--- config.mk ---
export PLATFORM = sky130hd
export DESIGN_NAME = fun_fpsu_array
export DESIGN_NICKNAME = d
export VERILOG_FILES = /design/src/rtl/fun_fpsu_array.sv
export SDC_FILE = /design/constraint.sdc
export NUM_CORES = 2
export LEC_CHECK = 0
export CAP_MARGIN = 20
export CELL_PAD_IN_SITES_DETAIL_PLACEMENT = 1
export CELL_PAD_IN_SITES_GLOBAL_PLACEMENT = 2
export CORE_AREA = 2 2 500 502
export CTS_CLUSTER_DIAMETER = 200
export DETAILED_ROUTE_END_ITERATION = 8
export DIE_AREA = 0 0 502 504
export PLACE_DENSITY_LB_ADDON = 0.05
export SYNTH_ARGS = -nofsm -noshare
export SYNTH_HDL_FRONTEND = slang
export SYNTH_SLANG_ARGS = --single-unit
--- constraint.sdc ---
create_clock -name clk -period 13.7 [get_ports clk]
set_input_delay 1.37 -clock clk [delete_from_list [all_inputs] [get_ports clk]]
set_output_delay 1.37 -clock clk [all_outputs]
set_load 0.01 [all_outputs]
--- src/rtl/fun_fpsu_array.sv ---
// FP store-data lanes: a 2-stage operand-select pipeline per lane, with a shared
// alt-data FIFO fed from stage 1 through round-robin arbitration and pending slots.
module fun_fpsu_array #(
  parameter int CHANNELS = 3,
  parameter int WIDTH    = 68,
  parameter int NFWD     = 10,
  parameter int DEPTH    = 4
) (
  input  logic                      clk,
  input  logic                      rst,
  input  logic [CHANNELS*WIDTH-1:0] u_A,
  input  logic [CHANNELS-1:0]       u_en,
  input  logic [CHANNELS*13-1:0]    u_op,
  input  logic [CHANNELS*4-1:0]     u_fwd,
  input  logic [CHANNELS-1:0]       u_XSUB,
  input  logic [NFWD*WIDTH-1:0]     FUF,
  output logic [CHANNELS*WIDTH-1:0] xdata2,
  output logic [CHANNELS*14-1:0]    u_ret,
  output logic [CHANNELS-1:0]       u_ret_en,
  output logic [CHANNELS*6-1:0]     FOOSL_out,
  output logic [WIDTH-1:0]          XI_data,
  output logic                      XI_valid,
  input  logic                      XI_ready
);

  localparam int AW = $clog2(DEPTH);
  localparam int CW = AW + 1;
  localparam int LW = (CHANNELS > 1) ? $clog2(CHANNELS) : 1;

  function automatic logic [WIDTH-1:0] fwd_sel(input logic [3:0] idx,
                                               input logic [WIDTH-1:0] a,
                                               input logic [NFWD*WIDTH-1:0] bus);
    logic [WIDTH-1:0] r;
    r = a;
    for (int k = 0; k < NFWD; k++)
      if (idx == 4'(k)) r = bus[k*WIDTH +: WIDTH];
    return r;
  endfunction

  // Returns {found, index}; scanning downward lets the smallest offset win.
  function automatic logic [LW:0] rr_pick(input logic [CHANNELS-1:0] c,
                                          input logic [LW-1:0] start);
    logic [LW:0] r;
    r = '0;
    for (int off = CHANNELS - 1; off >= 0; off--)
      if (c[(int'(start) + off) % CHANNELS])
        r = {1'b1, LW'((int'(start) + off) % CHANNELS)};
    return r;
  endfunction

  logic [WIDTH-1:0]    sel_p0   [CHANNELS];
  logic [CHANNELS-1:0] vld_p1, xsub_p1;
  logic [WIDTH-1:0]    data_p1  [CHANNELS];
  logic [12:0]         op_p1    [CHANNELS];
  logic [5:0]          foosl_p1 [CHANNELS];
  logic [CHANNELS-1:0] vld_p2;
  logic [WIDTH-1:0]    xdata_p2 [CHANNELS];
  logic [13:0]         ret_p2   [CHANNELS];

  logic [CHANNELS-1:0] pend_vld;
  logic [WIDTH-1:0]    pend_data [CHANNELS];
  logic [LW-1:0]       rr_ptr;

  logic [CHANNELS-1:0] req, cand, gnt_oh, drop, to_pend, pend_clr;
  logic [LW:0]         pick;
  logic [LW-1:0]       gnt_idx;
  logic                use_pend, gnt_any, can_push, push, pop;
  logic [WIDTH-1:0]    push_data;

  logic [WIDTH-1:0]    mem [DEPTH];
  logic [AW-1:0]       wr_ptr, rd_ptr;
  logic [CW-1:0]       occ;

  // Stage 0: operand select
  always_comb begin
    for (int i = 0; i < CHANNELS; i++)
      sel_p0[i] = fwd_sel(u_fwd[i*4 +: 4], u_A[i*WIDTH +: WIDTH], FUF);
  end

  // Stage 1: issue registers
  always_ff @(posedge clk or negedge rst) begin
    if (!rst) begin
      vld_p1 <= '0;
      for (int i = 0; i < CHANNELS; i++) foosl_p1[i] <= '0;
    end else begin
      vld_p1 <= u_en;
      for (int i = 0; i < CHANNELS; i++)
        foosl_p1[i] <= u_en[i] ? {1'b1, u_XSUB[i], u_op[i*13 +: 4]} : 6'd0;
    end
  end

  always_ff @(posedge clk) begin
    xsub_p1 <= u_XSUB;
    for (int i = 0; i < CHANNELS; i++) begin
      data_p1[i] <= sel_p0[i];
      op_p1[i]   <= u_op[i*13 +: 13];
    end
  end

  // Alt-FIFO arbitration: pending entries outrank new requests.
  always_comb begin
    pop       = XI_valid && XI_ready;
    req       = vld_p1 & xsub_p1;
    use_pend  = |pend_vld;
    cand      = use_pend ? pend_vld : req;
    pick      = rr_pick(cand, rr_ptr);
    gnt_any   = pick[LW];
    gnt_idx   = pick[LW-1:0];
    can_push  = (occ != CW'(DEPTH)) || pop;
    push      = gnt_any && can_push;
    push_data = use_pend ? pend_data[gnt_idx] : data_p1[gnt_idx];
    for (int i = 0; i < CHANNELS; i++) begin
      gnt_oh[i]   = gnt_any && (gnt_idx == LW'(i));
      drop[i]     = req[i] && (pend_vld[i] || (!use_pend && gnt_oh[i] && !can_push));
      to_pend[i]  = req[i] && !pend_vld[i] && !(!use_pend && gnt_oh[i]);
      pend_clr[i] = use_pend && gnt_oh[i] && push;
    end
  end

  always_ff @(posedge clk or negedge rst) begin
    if (!rst) begin
      pend_vld <= '0;
      rr_ptr   <= '0;
    end else begin
      pend_vld <= (pend_vld & ~pend_clr) | to_pend;
      if (gnt_any)
        rr_ptr <= (gnt_idx == LW'(CHANNELS - 1)) ? '0 : gnt_idx + LW'(1);
    end
  end

  always_ff @(posedge clk) begin
    for (int i = 0; i < CHANNELS; i++)
      if (to_pend[i]) pend_data[i] <= data_p1[i];
  end

  always_ff @(posedge clk or negedge rst) begin
    if (!rst) begin
      wr_ptr <= '0;
      rd_ptr <= '0;
      occ    <= '0;
    end else begin
      if (push) wr_ptr <= wr_ptr + AW'(1);
      if (pop)  rd_ptr <= rd_ptr + AW'(1);
      if (push && !pop)      occ <= occ + CW'(1);
      else if (pop && !push) occ <= occ - CW'(1);
    end
  end

  always_ff @(posedge clk) begin
    if (push) mem[wr_ptr] <= push_data;
  end

  assign XI_valid = (occ != '0);
  assign XI_data  = XI_valid ? mem[rd_ptr] : '0;

  // Stage 2: retire registers
  always_ff @(posedge clk or negedge rst) begin
    if (!rst) begin
      vld_p2 <= '0;
      for (int i = 0; i < CHANNELS; i++) begin
        xdata_p2[i] <= '0;
        ret_p2[i]   <= '0;
      end
    end else begin
      vld_p2 <= vld_p1;
      for (int i = 0; i < CHANNELS; i++)
        if (vld_p1[i]) begin
          xdata_p2[i] <= data_p1[i];
          ret_p2[i]   <= {drop[i], op_p1[i]};
        end
    end
  end

  assign u_ret_en = vld_p2;
  for (genvar g = 0; g < CHANNELS; g++) begin : g_out
    assign xdata2[g*WIDTH +: WIDTH] = xdata_p2[g];
    assign u_ret[g*14 +: 14]        = ret_p2[g];
    assign FOOSL_out[g*6 +: 6]      = foosl_p1[g];
  end

endmodule
Word-level counts from Yosys, hierarchy flattened
Memory sizes are Yosys's and may differ from the RTL's. A register that Yosys moved wholly into a read port is not among the register bits.
Cells that the tools add are included.
- bits in registers: 285
- memory bits (writable): 719
- output and inout bits: 336
- memories kept: 4
- $add $sub $neg: 7
- divide/modulo/power cells: 3
- order comparisons: 3
- equality and inequality tests: 30
- mux-type cells: 59
- bitwise logic cells: 4
- reduce and logical (&&, ||, !) cells: 52
- memory list (memory ; words ; bits a word ; read ports ; clocked after Yosys merged registers in ; write ports ; line ; text):
    mem ; 4 ; 68 ; 1 ; 0 ; 1 ; 70 ; logic [WIDTH-1:0] mem [DEPTH];
    data_p1 ; 3 ; 68 ; 4 ; 0 ; 3 ; 53 ; logic [WIDTH-1:0] data_p1 [CHANNELS];
    pend_data ; 3 ; 68 ; 1 ; 0 ; 3 ; 61 ; logic [WIDTH-1:0] pend_data [CHANNELS];
    op_p1 ; 3 ; 13 ; 3 ; 3 ; 3 ; 54 ; logic [12:0] op_p1 [CHANNELS];
- operators with widths (cell ; count):
    $mux 68 ; 32
    $lt 32x4->1 const B ; 3
    $mod 32x3->32 const B ; 2
    $eq 4x3->1 const B ; 12
    $mod 3x3->32 const B ; 1
    $logic_and 1x1->1 ; 28
    $eq 4x2->1 const B ; 6
    $eq 4x4->1 const B ; 6
    $mux 3 ; 6
    $mux 6 ; 3
    $mux 1 ; 14
    $logic_not 1->1 ; 13
    $eq 4x1->1 const B ; 3
    $logic_not 4->1 ; 3
    $add 2x1->2 const B ; 3
    $and 3x3->3 ; 2
    $bmux 1 s2 ; 3
    $logic_or 1x1->1 ; 4
    $add 2x1->3 const B ; 1
    $add 2x2->3 const B ; 1
    $add 3x1->3 const B ; 1
    $ne 3x3->1 const B ; 1
    $not 3->3 ; 1
    $or 3x3->3 ; 1
    8 further kinds ; 8

Logic depth before layout (Yosys ltp)
- depth in word-level cells: 15
- mapped depth: 13
- mapped depth without buffers: 12

Worst setup path after synthesis
OpenSTA, ideal clock, no wires.
- kind: reg-to-reg
- from: register rr_ptr[0]
- to: memory pend_data[0][0] (enable)
- arrival time: 6287 ps
- required time: 13122 ps
- setup slack: 6835 ps
- cell stages (with the launch flop): 11
- path buffers: 3
- cells stage by stage: dfrtp_1 > inv_1 > ha_1 > a21o_1 > o21ai_0 > o2111a_1 > buf_6 > buf_6 > buf_12 > nor4b_2 > nor3_1
- RTL lines (what ; line ; text):
    start: declaration ; 62 ; logic [LW-1:0] rr_ptr;
    start signal: assignment ; 127 ; rr_ptr <= (gnt_idx == LW'(CHANNELS - 1)) ? '0 : gnt_idx + LW'(1);
    end: declaration ; 61 ;

==> run summary <==
All-Layer GR Usage -> 32.0%
combinational fraction of design power -> 40.4%
length of the first detailed-routing pass in iterations -> 9
internal power summed over all cells -> 8.31 mW
first-pass GRT wire length -> 548 mm
total die area -> 253000 um2
Worst setup endpoint -> data_p1[0][46]
total negative slack for setup checks -> 0 ns
overall via count from detail_route -> 55400
clock tree buffer depth -> 3
post-layout total power -> 13.4 mW
Fin Clk Skew -> 0.0359 ns
number of synthesized flops with an enable pin -> 476
number of buffer cells added on primary ports -> 1279
remaining global-route overflow -> 0
CTS sink count -> 1001
YS warnings -> 0
DRT iter0 DRCs -> 5927
leakage power summed over all cells -> 27.1 nW
ranking of synthesized cells by area -> edfxtp_1 26%, dfrtp_1 13%, dfxtp_1 8.9%, mux2i_1 7.0%, mux2_2 5.9%
setup repair after global routing missed its margin -> no
biggest fanout along the worst timing path -> 75
post-detailed-route wirelength per cell -> 42.1 um
clock network fraction of design power -> 23.6%
detailed placement HPWL -> 324 mm
post-route fraction of the period consumed by the critical path -> 39.7%
run status -> complete, no violations
Max Cap Viol -> 0
area growth from synthesis to layout -> 36.5%
sum of routed wire length over all layers -> 420 mm
Antenna Violating Nets Remaining -> 0
ratio of routed vias to standard cells -> 5.55
synthesized area -> 55500 um2
sequential fraction of design power -> 36.1%
FF-to-FF Start -> vld_p1[1]
largest net degree at the start of global routing -> 141
Distinct cells, synth -> 70
type of the worst setup path -> primary input to flop
area share of the largest cell type after synthesis -> 25.8%
number of H-tree levels -> 3
total of hold buffers inserted after clock tree synthesis -> 0
placeable core area -> 248000 um2
kind of end point of the critical path -> flop
Skew-Pair Late Insertion Delay -> 0.77 ns
Least-Margin Pin Slew -> 1.36 ns
final std cell area, no fill -> 75700 um2
vias in the first global route -> 54300
Root Buffer -> clkbuf_16
number of antenna violations at the first check in global routing -> 240
highest achievable clock rate -> 184 MHz
DRC violations left -> 0
starting density of the core -> 22.4%
Final min period -> 5.43 ns
register area share after synthesis -> 47.2%
hold slack final -> 0.458 ns
Most used DFF post-synth -> edfxtp_1
total placed instance area -> 71600 um2
clock slew at the register clock pins of the worst setup and hold paths -> 0.06 ns
Syn Area/Cell -> 10.3 um2
Finish-stage setup viols -> 0
Setup crit start kind -> primary input
post-synth net total -> 6357
Reg2Reg Setup Slack -> 9.10 ns
required time of the worst setup path -> 14.25 ns
post-CTS setup buffer count -> 0
worst min-delay path class -> flop to flop
critical path launch point -> u_fwd[0]
Boundary Pins -> 1280
switching power summed over all nets -> 5.13 mW
worst endpoint data arrival time -> 5.98 ns
area leader, netlist -> edfxtp_1
Inserted Clock Buffers -> 117
vertical die dimension -> 504 um
Final Hold Fails -> 0
number of register bits inferred by synthesis -> 1001
pins over their slew limit -> 0
r2r worst-path depth -> 9
Async SR Flop Fraction -> 27.9%
Resized Gates After CTS -> 0
fraction of power spent switching nets -> 38.2%
number of standard cells after synthesis -> 5405
power density cells -> 177 nW/um2
r2r endpoint -> pend_data[2][63]
width of the die -> 502 um
layout net count -> 7383
peak supply drop -> 0.000162 V
worst rel slew slack -> 9.01%
fraction of final layout cells with drive strength greater than 1 -> 11.9%
routability congestion estimate from global placement -> 0.950
number of cell rows -> 183
CTS tree -> done
[Yosys cell counts (all sizes together) (79+ instances only)]
master / count
clkbuf: 309
a211oi: 110
dfxtp: 246
and2: 87
nand2: 487
inv: 79
edfxtp: 476
o21ai: 714
mux2i: 388
nor2: 236
dfrtp: 279
a21oi: 358
mux2: 291
a22oi: 151
a31oi: 96
a221oi: 168
buf: 212
o22ai: 85
[sequential cells by signal, indices dropped and copies added (netlist names), 16 cells and up]
| register | flops |
|---|---|
| FOOSL_out | 16 |
| data_p1 | 204 |
| mem | 272 |
| op_p1 | 39 |
| pend_data | 204 |
| u_ret | 42 |
| xdata2 | 204 |
[cells in the final DEF (no fill, tap or decap), types with 54 or more instances in the layout]
cell type | synthesis | layout
clkbuf_16 | 0 | 118
mux2_2 | 291 | 291
clkdlybuf4s50_1 | 0 | 1267
a31oi_1 | 96 | 96
dfrtp_1 | 279 | 274
nand2_1 | 487 | 483
o221ai_1 | 72 | 72
a211oi_1 | 109 | 109
diode_2 | 0 | 109
dfxtp_1 | 246 | 246
a222oi_1 | 54 | 54
nor2_1 | 232 | 218
buf_4 | 17 | 148
a221o_1 | 54 | 54
inv_1 | 78 | 76
mux4_2 | 70 | 70
and2_1 | 87 | 83
edfxtp_1 | 476 | 476
a21oi_1 | 358 | 356
o21ai_1 | 81 | 81
o22ai_1 | 85 | 85
a221oi_1 | 168 | 168
mux2i_1 | 388 | 388
o21ai_0 | 633 | 633
nand2b_1 | 67 | 64
a22o_1 | 70 | 70
a22oi_1 | 151 | 151
[power by group through the flow]
stage | clock [mW] | combinational (mW) | sequential [mW]
6_report | 3.17 | 5.43 | 4.85
5_1_grt | 3.36 | 5.79 | 4.94
4_1_cts | 3.26 | 5.50 | 4.86
3_5_place_dp | 0 | 5.49 | 4.92
3_3_place_gp | 0 | 5.42 | 4.88
2_1_floorplan | 0 | 2.79 | 4.71
[layout make-up]
type / instances / area, um2
multi-input combinational: 3803 / 27000
fill: 27500 / 172000
antenna: 109 / 273
sequential: 1001 / 26200
tap: 3330 / 4170
timing repair buffer: 1428 / 14000
clock buffer: 165 / 3230
inverter: 80 / 300
clock inverter: 59 / 607
[worst max-delay path, cell delays in order]
cell and delay (ns):
clkbuf_8 0.46, buf_4 0.61, buf_4 0.55, buf_4 0.70
o221ai_1 0.23, a222oi_1 0.38, a21oi_1 0.13, a211oi_1 0.96
o21ai_1 0.34
[routing by layer]
metal / vias to the layer above / wire length (um) / GRT usage, %
li1: 23000 / - / -
met1: 28700 / 186000 / 44.0
met2: 3011 / 182000 / 47.0
met3: 618 / 32000 / 6.96
met4: 66 / 18600 / 15.8
met5: - / 429 / 0
[metrics by stage]
stage	instances	worst slack [ns]	utilization [%]
floorplan	5405	6.84	-
global placement	9642	7.88	28.9
global route	9955	8.18	30.6
finish	9975	8.27	30.6
detailed placement	9642	7.85	28.9
CTS	9866	8.22	30.5
[how the worst min path moves through the flow]
stage / from / to / slack, ns / cells after the start
after detailed placement: op_p1[0][3] / u_ret[3] / 0.45 / 1
after global routing: data_p1[2][65] / pend_data[2][65] / 0.47 / 0
after global placement: op_p1[2][2] / u_ret[30] / 0.44 / 1
after CTS: data_p1[1][15] / pend_data[1][15] / 0.44 / 0
final: data_p1[1][15] / pend_data[1][15] / 0.46 / 0
after floorplan: data_p1[0][0] / pend_data[0][0] / 0.42 / 0
[cells by family (layout without fill, tap and decap cells)]
family | Yosys count | count (layout) | synth area share, %
AO/OA/AOI/OAI | 2076 | 2076 | 24.3
flip-flops | 1001 | 1001 | 47.2
AND/OR/NAND/NOR | 964 | 964 | 7.77
multiplexers | 749 | 749 | 15.7
buffers and inverters | 601 | 1732 | 4.73
adder cells (fa/ha/maj) | 8 | 8 | 0.194
XOR/XNOR | 6 | 6 | 0.0947
other | 0 | 109 | 0
No activity file was read; power rests on OpenSTA's default activity.
